$ cat src/rtl/mul_xy_pkg.sv
// rtl/mul_xy_pkg.sv - shared state encoding and default widths for mul_xy
// Default widths match the div_xy coordinate datapath.
package mul_xy_pkg;

  localparam int M_DEF = 25;
  localparam int N_DEF = 10;

  typedef enum logic [1:0] {
    ST_IDLE = 2'd0,
    ST_RUN  = 2'd1,
    ST_DONE = 2'd2
  } state_t;

endpackage

$ cat src/rtl/mul_xy.sv
// rtl/mul_xy.sv - sequential shift-add unsigned multiplier, one partial product per clock
// Rebuilds quotient*divisor for the stroke/step generators under start/busy/done.
module mul_xy
  import mul_xy_pkg::*;
#(
  parameter int M = M_DEF,
  parameter int N = N_DEF
) (
  input  logic           clk,
  input  logic           rst_n,
  input  logic           start,
  input  logic [M:0]     x,
  input  logic [N:0]     y,
  output logic           busy,
  output logic           done,
  output logic [M+N+1:0] prod,
  output logic [M:0]     q,
  output logic           ovf
);

  localparam int PW = M + N + 2;
  localparam int CW = (N > 0) ? $clog2(N + 1) : 1;
  localparam logic [CW-1:0] CNT_LAST = CW'(N);

  state_t          state;
  state_t          state_nxt;
  logic [M:0]      x_reg;
  logic [N:0]      y_reg;
  logic [PW-1:0]   acc;
  logic [PW-1:0]   acc_nxt;
  logic [PW-1:0]   addend;
  logic [CW-1:0]   cnt;
  logic            zero_op;
  logic            last;

  assign zero_op = (x == '0) || (y == '0);
  assign last    = (cnt == CNT_LAST);

  // Full-width accumulate: the product fits in PW bits, so no wrap is possible.
  always_comb begin
    addend = '0;
    if (y_reg[cnt]) begin
      addend = PW'(x_reg) << cnt;
    end
    acc_nxt = acc + addend;
  end

  always_ff @(posedge clk or negedge rst_n) begin
    if (!rst_n) begin
      state <= ST_IDLE;
    end else begin
      state <= state_nxt;
    end
  end

  always_comb begin
    state_nxt = state;
    case (state)
      ST_IDLE: begin
        if (start) begin
          state_nxt = zero_op ? ST_DONE : ST_RUN;
        end
      end
      ST_RUN: begin
        if (last) begin
          state_nxt = ST_DONE;
        end
      end
      ST_DONE: state_nxt = ST_IDLE;
      default: state_nxt = ST_IDLE;
    endcase
  end

  // Result registers are kept apart from acc so they hold through the next RUN.
  always_ff @(posedge clk or negedge rst_n) begin
    if (!rst_n) begin
      x_reg <= '0;
      y_reg <= '0;
      acc   <= '0;
      cnt   <= '0;
      prod  <= '0;
      ovf   <= 1'b0;
    end else begin
      case (state)
        ST_IDLE: begin
          if (start) begin
            x_reg <= x;
            y_reg <= y;
            acc   <= '0;
            cnt   <= '0;
            if (zero_op) begin
              prod <= '0;
              ovf  <= 1'b0;
            end
          end
        end
        ST_RUN: begin
          acc <= acc_nxt;
          cnt <= cnt + CW'(1);
          if (last) begin
            prod <= acc_nxt;
            ovf  <= |acc_nxt[PW-1:M+1];
          end
        end
        default: ;
      endcase
    end
  end

  assign busy = (state == ST_RUN);
  assign done = (state == ST_DONE);
  assign q    = prod[M:0];

endmodule
$ cat config.mk
export PLATFORM = sky130hd
export DESIGN_NAME = mul_xy
export DESIGN_NICKNAME = d
export VERILOG_FILES = /design/src/rtl/mul_xy_pkg.sv /design/src/rtl/mul_xy.sv
export SDC_FILE = /design/constraint.sdc
export NUM_CORES = 1
export LEC_CHECK = 0
export ABC_AREA = 1
export ABC_CLOCK_PERIOD_IN_PS = 6600
export BUFFER_PORTS_ARGS = -buffer_cell sky130_fd_sc_hd__buf_2
export CORE_ASPECT_RATIO = 0.5
export CORE_UTILIZATION = 42
export CTS_CLUSTER_DIAMETER = 40
export DETAILED_ROUTE_END_ITERATION = 10
export GPL_ROUTABILITY_DRIVEN = 0
export SLEW_MARGIN = 30
export SYNTH_ARGS = -nofsm -noshare
export SYNTH_HDL_FRONTEND = slang
export SYNTH_SLANG_ARGS = --single-unit
$ cat constraint.sdc
create_clock -name clk -period 6.6 [get_ports clk]
set_input_delay 1.32 -clock clk [delete_from_list [all_inputs] [get_ports clk]]
set_output_delay 1.32 -clock clk [all_outputs]
set_load 0.01 [all_outputs]
Yosys cells after proc, flatten, opt, wreduce, memory -nomap -nowiden:

Index checks and enable logic that the tools add are counted.

* register bits after elaboration: 118
* input port bits: 40

* reductions and logical operators: 10
* eq/ne operators: 6
* order comparisons: 1
* shift-type cells: 1
* add/sub/neg operators: 2
* muxes and demuxes: 19

Operator list (count)
* two-way mux 37 bit: 5
* one-hot mux 37 bit (2 select lines): 2
* adder 37 bit: 1
* left shift 26 x 4 -> 37 bit: 1
* zero test 26 bit: 1
* zero test 11 bit: 1
* OR reduction 11 bit: 1
* one-hot mux 4 bit (2 select lines): 1
* two-way mux 2 bit: 3
* AND reduction 2 bit: 3
* < comparator 4 x 5 -> 1 bit (second input constant): 1
* adder 4 x 1 -> 4 bit (second input constant): 1
* binary-select mux 1 bit (select 4 bit): 1
* == test 4 bit (second input constant): 1
* two-way mux 1 bit: 4
* two-way mux 4 bit: 1
* != test 2 bit (second input constant): 2
* one-hot mux 2 bit (2 select lines): 1
* AND reduction 4 bit: 1
* == test 2 x 1 -> 1 bit (second input constant): 1
* == test 2 bit (second input constant): 1
* zero test 2 bit: 1
* != test 2 x 1 -> 1 bit (second input constant): 1
* one-hot mux 1 bit (2 select lines): 1
* other kinds (2): 2

Logic depth before layout (Yosys ltp):

Gate-level depths: netlist of run 1.

* word-level depth: 7
* mapped depth: 30

Least setup slack after synthesis of run 1:

OpenSTA, ideal clock, no wires.

* path type: register -> register
* start point: register cnt[1]
* end point: register ovf
* library setup time: 0.116 ns
* stages on the path, launching flop included: 29
* path slack: 3.532 ns
* arrival time: 2.951 ns
* required time: 6.484 ns
* cells stage by stage: dfrtp_1 -> inv_1 -> o21ai_1 -> o21ai_0 -> nand3_1 -> nand3_1 -> inv_1 -> nor2_1 -> inv_2 -> nor2_1 -> ha_1 -> inv_1 -> fa_1 -> inv_1 -> nand2_1 -> nand2_1 -> nand3_1 -> nand2_2 -> nand2_2 -> nand2_2 -> nand2_2 -> nand2_1 -> nand2_1 -> nand2_1 -> nand3_1 -> nor2_1 -> nand3_1 -> nand2_1 -> nand2_1

* word-level cells in the longest chain between the ends: 7
* elaborated cells between the ends (all ways): 11
* those cells by class: add/sub (1); eq/ne (2); shift (1); mux (5); reduce/logical (2)

RTL lines
* start, declared: RTL line mul_xy.sv:32 `logic [CW-1:0] cnt;`
* start signal, assigned: RTL line mul_xy.sv:99 `cnt <= cnt + CW'(1);`
* binary-select mux 1 bit (select 4 bit): RTL line mul_xy.sv:42 `if (y_reg[cnt]) begin`
* two-way mux 1 bit (not written as such): RTL line mul_xy.sv:42
* two-way mux 37 bit: RTL line mul_xy.sv:42
* adder 37 bit: RTL line mul_xy.sv:45 `acc_nxt = acc + addend;`
* OR reduction 11 bit: RTL line mul_xy.sv:102 `ovf <= |acc_nxt[PW-1:M+1];`
* two-way mux 1 bit: RTL line mul_xy.sv:100 `if (last) begin`
* one-hot mux 1 bit (2 select lines): RTL line mul_xy.sv:84 `case (state)`
* end signal, assigned: RTL line mul_xy.sv:102
* end, declared: RTL line mul_xy.sv:18 `output logic ovf`

Several ways; a longest one is shown, not always the timed one. The select of a mux whose other input is x is not followed.
A chain may end at the register's enable or synchronous reset.

Worst setup path after layout of run 1:

* start point: register cnt[2]
* end point: register ovf

The elaborated chain is that of the path after synthesis.

==> results of run 1 <==
[routing by layer]
metal  vias up  track usage  routed length, um  part of all wire
li1       4485            -                  -                 -
met1      4020       0.3903              13430              0.52
met2       300       0.3414               9893              0.38
met3        28      0.06579               2208             0.085
met4         0      0.06985                317             0.012
met5         -            0                  0                 0
[logic make-up (layout without fill, tap and decap cells)]
| group | Yosys count | count (layout) | synth area share |
|---|---|---|---|
| AOI/OAI and AO/OA | 217 | 217 | 0.1326 |
| DFF | 118 | 118 | 0.3360 |
| xor gates and xnor gates | 1 | 1 | 0.0009969 |
| buffers and inverters | 220 | 291 | 0.1088 |
| adders and majority gates | 39 | 39 | 0.05639 |
| muxes | 2 | 2 | 0.002278 |
| and+or+nand+nor | 776 | 776 | 0.3630 |
[synthesized netlist by cell type (2+ instances only)]
| cell | instances | area (sq um) |
|---|---|---|
| or2_2 | 2 | 12.51 |
| inv_1 | 141 | 529.3 |
| nor3_1 | 12 | 60.06 |
| inv_2 | 2 | 7.510 |
| nand3b_1 | 6 | 45.04 |
| nand3_2 | 4 | 40.04 |
| nor3_2 | 2 | 20.02 |
| a31o_2 | 2 | 17.52 |
| nor2_2 | 3 | 18.77 |
| dfrtp_1 | 118 | 2953 |
| a21o_1 | 3 | 22.52 |
| o211ai_1 | 3 | 22.52 |
| nand2_1 | 548 | 2057 |
| a211oi_1 | 7 | 52.55 |
| buf_1 | 3 | 11.26 |
| ha_1 | 38 | 475.5 |
| nor2_1 | 85 | 319.1 |
| and2_1 | 2 | 12.51 |
| a21oi_1 | 59 | 295.3 |
| o31ai_1 | 2 | 15.01 |
| buf_4 | 28 | 210.2 |
| mux2i_1 | 2 | 20.02 |
| nand3_1 | 81 | 405.4 |
| buf_2 | 20 | 100.1 |
| o21ai_0 | 119 | 595.6 |
| nor4_1 | 9 | 56.30 |
| a31oi_1 | 6 | 37.54 |
| o21bai_1 | 4 | 30.03 |
| o22ai_1 | 4 | 25.02 |
| clkinv_1 | 2 | 7.510 |
| o21ai_1 | 5 | 25.02 |
| nand2_2 | 15 | 93.84 |
| nand4_1 | 5 | 31.28 |
| clkbuf_1 | 24 | 90.09 |
[worst max path at each step]
stage                     cells after the start   to  slack [ns]   start
final                                        25  ovf        1.99  cnt[2]
after global routing                         25  ovf        1.47  cnt[2]
after CTS                                    27  ovf        1.78  cnt[1]
after detailed placement                     27  ovf        1.82  cnt[1]
after global placement                       27  ovf        1.86  cnt[1]
after floorplan                              28  ovf        3.53  cnt[1]
[report_power, final]
part	total (mW)	switching, mW	internal (mW)
Combinational	3.27	2.26	1.00
Sequential	1.28	0.244	1.03
Clock	0.866	0.353	0.512
Total	5.41	2.86	2.55
[critical path, delay by kind of cell, from the launching register on]
kind          cells  cell delay (ns)
fa+ha+maj         2             0.63
flops             1             0.77
buf+inv           5             0.83
simple gates     18             2.25
[through the flow]
step / cell area, sq um / worst slack [ns]
after CTS: 9863 / 1.781
after floorplan: 8787 / 3.532
after global routing: 9874 / 1.475
after global placement: 9320 / 1.860
after detailed placement: 9320 / 1.820
final: 9874 / 1.987
[layout make-up]
cell class / count / area, sq um
multi-input cells: 1035 / 4900
repair buffers: 114 / 599.3
clock inverters: 13 / 110.1
flip-flops and latches: 118 / 2955
clock buffers: 19 / 432.9
fillers: 2095 / 10080
well taps: 266 / 332.8
inverters: 145 / 544.3
==> metrics.csv, run 1 <==
metric,value,unit
first-pass GRT wire length,42520,um
Mapped Nets,1452,
die height,104.3,um
worst reg2reg setup slack,1.99,ns
First DRT Iteration DRCs,868,
Syn Std Cell Area,8787,sq um
worst r2r dst,ovf,
Post-CTS Setup Bufs,0,
synthesized instance count,1373,
Die Area,21540,sq um
vias per cell,5.165,
register area share after synthesis,0.3360,
Port Buffers,105,
normalized max-slew margin,0.4675,
post-CTS resize count,0,
register bit total from synthesis,118,
num rows,36,
WP data arrival,4.93,ns
"commonest non-fill, non-tap cell in the layout",nand2_1,
crit path max-delay cell type,dfrtp_1,
IO Pins,106,
Finished Core Util,0.4949,
Root Driver,clkbuf_16,
DP Cell Count,1678,
reg2reg start,cnt[2],
Residual DRC,5,
total track usage,0.2541,
largest net degree at the start of global routing,76,
min-delay worst type,register to register,
post-DR wirelength/cell,15.12,um
number of synthesized flops with an enable pin,0,
slew of the pin with the lowest slew margin,0.7939,ns
number of global-route vias before repair,8268,
Worst Reg-to-Reg Cells,25,
leakage,5.510,nW
total power,5.409,mW
failing checks,design-rule violations,
CTS tree,yes,
Hold WS,0.4721,ns
"Hold Vio Cnt, Final",0,
maximum fanout along the worst path,23,
startpoint types,register,
placed wire-length estimate,20090,um
Clock Latency Late Sink,0.44,ns
Critical Path RT,6.92,ns
Core Region,19950,sq um
Max Slew Vio Count,0,
ys flop type,dfrtp_1,
nets,1510,
count of unique library cells instantiated by Yosys,41,
status,finished with violations,
Post-DRT Antenna Nets,0,
worst hold path depth,2,
layout overhead on the synthesized area,12.37,%
post-synthesis async set-or-reset flop share,1.000,
clock sink total,118,
crit path time final,4.613,ns
total grt overflow,0,
Worst path max stage delay,0.77,ns
Max H-tree Level,4,
Num CTS Buffers,17,
share of cells above drive strength 1,0.1240,
"Avg Cell Area, Syn",6.400,sq um
Starting Density,0.4404,
DRT Pass-1 Iters,9,
setup TNS,0,ns
hold buffer count at cts,0,
Syn. warnings,0,
most frequent cells in the layout,"nand2_1 (548), inv_1 (141), o21ai_0 (119), dfrtp_1 (116), buf_2 (104)",
# setup viols final,0,
Hold EP,prod[35],
Longest Clk Path Bufs,2,
Finished Layout Cells,1710,
Clock Skew,0.009774,ns
Max Cap Viol,0,
diode count,0,
power per cell area,547.8,nW/um^2
Die W,206.6,um
final wirelength,25850,um
endpoint class of the critical path,register,
"Period Utilization, post-route",0.6990,
RSZ-0062 raised after global routing,false,
initial antenna violation count,0,
hold path start,prod[35],
VDD IR max,0.1797,mV
most frequent CP cell,nand2_1,
Worst-path clk slew,0.06,ns
Crit Path Class,register to register,
DR vias,8833,
FMAX,216.8,MHz
Note: power is estimated with default switching activity, not from simulation.
==> run 2, diff against run 1 <==
Settings changed: ABC_CLOCK_PERIOD_IN_PS 6600 to 4800.
Clock period 6.6 ns to 4.8 ns, I/O delays scaled along.
==> run 2 against run 1 <==
Effect of this change: via count rose by 0.77%; utilization rose by 0.25 points; hold slack improved by 0.0082 ns; fmax rose by 12%; flip-flop and latch count did not move; critical path type unchanged; clock-buffer cell count did not move; non-clock buffer count rose by 7; the flow still finishes with violations (design-rule violations); wire length rose by 1.3%; sequential share of layout area fell by 0.18 points; clock power rose by 42%; clock skew barely moved.
==> metrics.csv, run 2 (synthesis results as in run 1) <==
metric,value,unit
hold path start,prod[34],
slew of the pin with the lowest slew margin,0.6820,ns
startpoint types,register,
IO Pins,106,
Longest Clk Path Bufs,2,
Residual DRC,5,
Max H-tree Level,4,
"Period Utilization, post-route",0.8610,
Post-CTS Setup Bufs,0,
power per cell area,756.5,nW/um^2
Setup WS post-layout,0.6672,ns
worst r2r dst,ovf,
Max Slew Vio Count,0,
Hold EP,prod[34],
"delay-heaviest family, CP",simple AND/OR/NAND/NOR gates,
CTS tree,yes,
vias per cell,5.193,
Post-DRT Antenna Nets,0,
"commonest non-fill, non-tap cell in the layout",nand2_1,
normalized max-slew margin,0.5453,
status,finished with violations,
hold buffer count at cts,0,
reg2reg start,cnt[0],
Port Buffers,105,
placed wire-length estimate,20640,um
crit path max-delay cell type,a211oi_1,
Core Region,19950,sq um
Clock Skew,0.009663,ns
first-pass GRT wire length,41870,um
nets,1517,
final wirelength,26190,um
endpoint class of the critical path,register,
layout overhead on the synthesized area,12.94,%
number of global-route vias before repair,8043,
# setup viols final,0,
clock sink total,118,
leakage,5.561,nW
DRT Pass-1 Iters,8,
total grt overflow,0,
crit path cell chain,inv_2 -> nand2_1 -> nand2_1 -> inv_1 -> o21ai_0 -> nand2_1 -> o21ai_0 -> nor2_1 -> a211oi_1 -> ha_1 -> nand2_1 -> inv_1 -> nand2_1 -> inv_1 -> a21oi_1 -> nand2_2 -> nand2_1 -> nand3_1 -> nand2_1 -> nand3_1 -> nor2_1 -> nand3_1 -> nand2_1 -> nand2_1,
Root Driver,clkbuf_16,
crit path time final,4.133,ns
"worst slack, placed",0.8459,ns
"Hold Vio Cnt, Final",0,
Worst path max stage delay,0.53,ns
Worst-path clk slew,0.06,ns
most frequent CP cell,nand2_1,
min-delay worst type,register to register,
WP data arrival,4.46,ns
Die Area,21540,sq um
Clock Latency Late Sink,0.43,ns
post-CTS resize count,0,
worst hold path depth,2,
share of cells above drive strength 1,0.1257,
Max Cap Viol,0,
RSZ-0062 raised after global routing,false,
Crit Path Class,register to register,
First DRT Iteration DRCs,800,
Die W,206.6,um
die height,104.3,um
Worst Reg-to-Reg Cells,24,
most frequent cells in the layout,"nand2_1 (548), inv_1 (141), o21ai_0 (119), dfrtp_1 (118), buf_2 (104)",
Critical path buffers and inverters,4,
largest net degree at the start of global routing,64,
num rows,36,
FMAX,242.0,MHz
failing checks,design-rule violations,
setup TNS,0,ns
Starting Density,0.4404,
total track usage,0.2529,
DR vias,8901,
worst reg2reg setup slack,0.67,ns
maximum fanout along the worst path,28,
Critical Path RT,5.12,ns
VDD IR max,0.2490,mV
post-DR wirelength/cell,15.28,um
diode count,0,
initial antenna violation count,0,
Num CTS Buffers,17,
-- run 2: final cells by class --
| class | count | area (sq um) |
|---|---|---|
| Clock buffer | 19 | 442.9 |
| Clock inverter | 10 | 108.9 |
| Fill cell | 2081 | 10030 |
| Inverter | 145 | 544.3 |
| Multi-Input combinational cell | 1035 | 4895 |
| Sequential cell | 118 | 2953 |
| Tap cell | 266 | 332.8 |
| Timing Repair Buffer | 121 | 648.1 |
-- run 2: stage by stage --
step	instances	hold WS [ns]	util	cell area, sq um	power [mW]
CTS	1714	0.4837	0.4974	9925	7.457
finish	1714	0.4803	0.4974	9925	7.508
global placement	1685	0.4611	0.4697	9373	6.134
detailed placement	1685	0.4683	0.4697	9373	6.202
floorplan	1373	0.4436	-	8787	4.927
global route	1714	0.5074	0.4974	9925	8.199
-- run 2: layer usage --
| layer | routed length [um] | global-route usage | part of all wire | vias up |
|---|---|---|---|---|
| li1 | - | - | - | 4501 |
| met1 | 13430 | 0.3914 | 0.51 | 4051 |
| met2 | 10140 | 0.3428 | 0.39 | 320 |
| met3 | 2241 | 0.05702 | 0.086 | 29 |
| met4 | 369 | 0.06880 | 0.014 | 0 |
| met5 | 0 | 0 | 0 | - |
-- run 2: worst max-delay path by stage --
stage	start	cells after the start	endpoint	slack [ns]
after floorplan	cnt[1]	28	ovf	1.73
after global placement	cnt[0]	24	ovf	0.97
after detailed placement	cnt[0]	24	ovf	0.85
after CTS	cnt[0]	24	ovf	0.82
after global routing	cnt[0]	24	ovf	0.37
final	cnt[0]	24	ovf	0.67
-- run 2: worst reg2reg max path: cells and delay by family (launching register included) --
kind / cells / cell delay, ns
and+or+nand+nor: 15 / 1.51
AOI/OAI and AO/OA: 4 / 1.13
buffers and inverters: 4 / 0.53
DFF: 1 / 0.46
adders and majority gates: 1 / 0.40
-- run 2: where the power goes --
part,switching (mW),internal (mW)
Clock,0.464,0.762
Sequential,0.306,1.42
Combinational,3.15,1.41
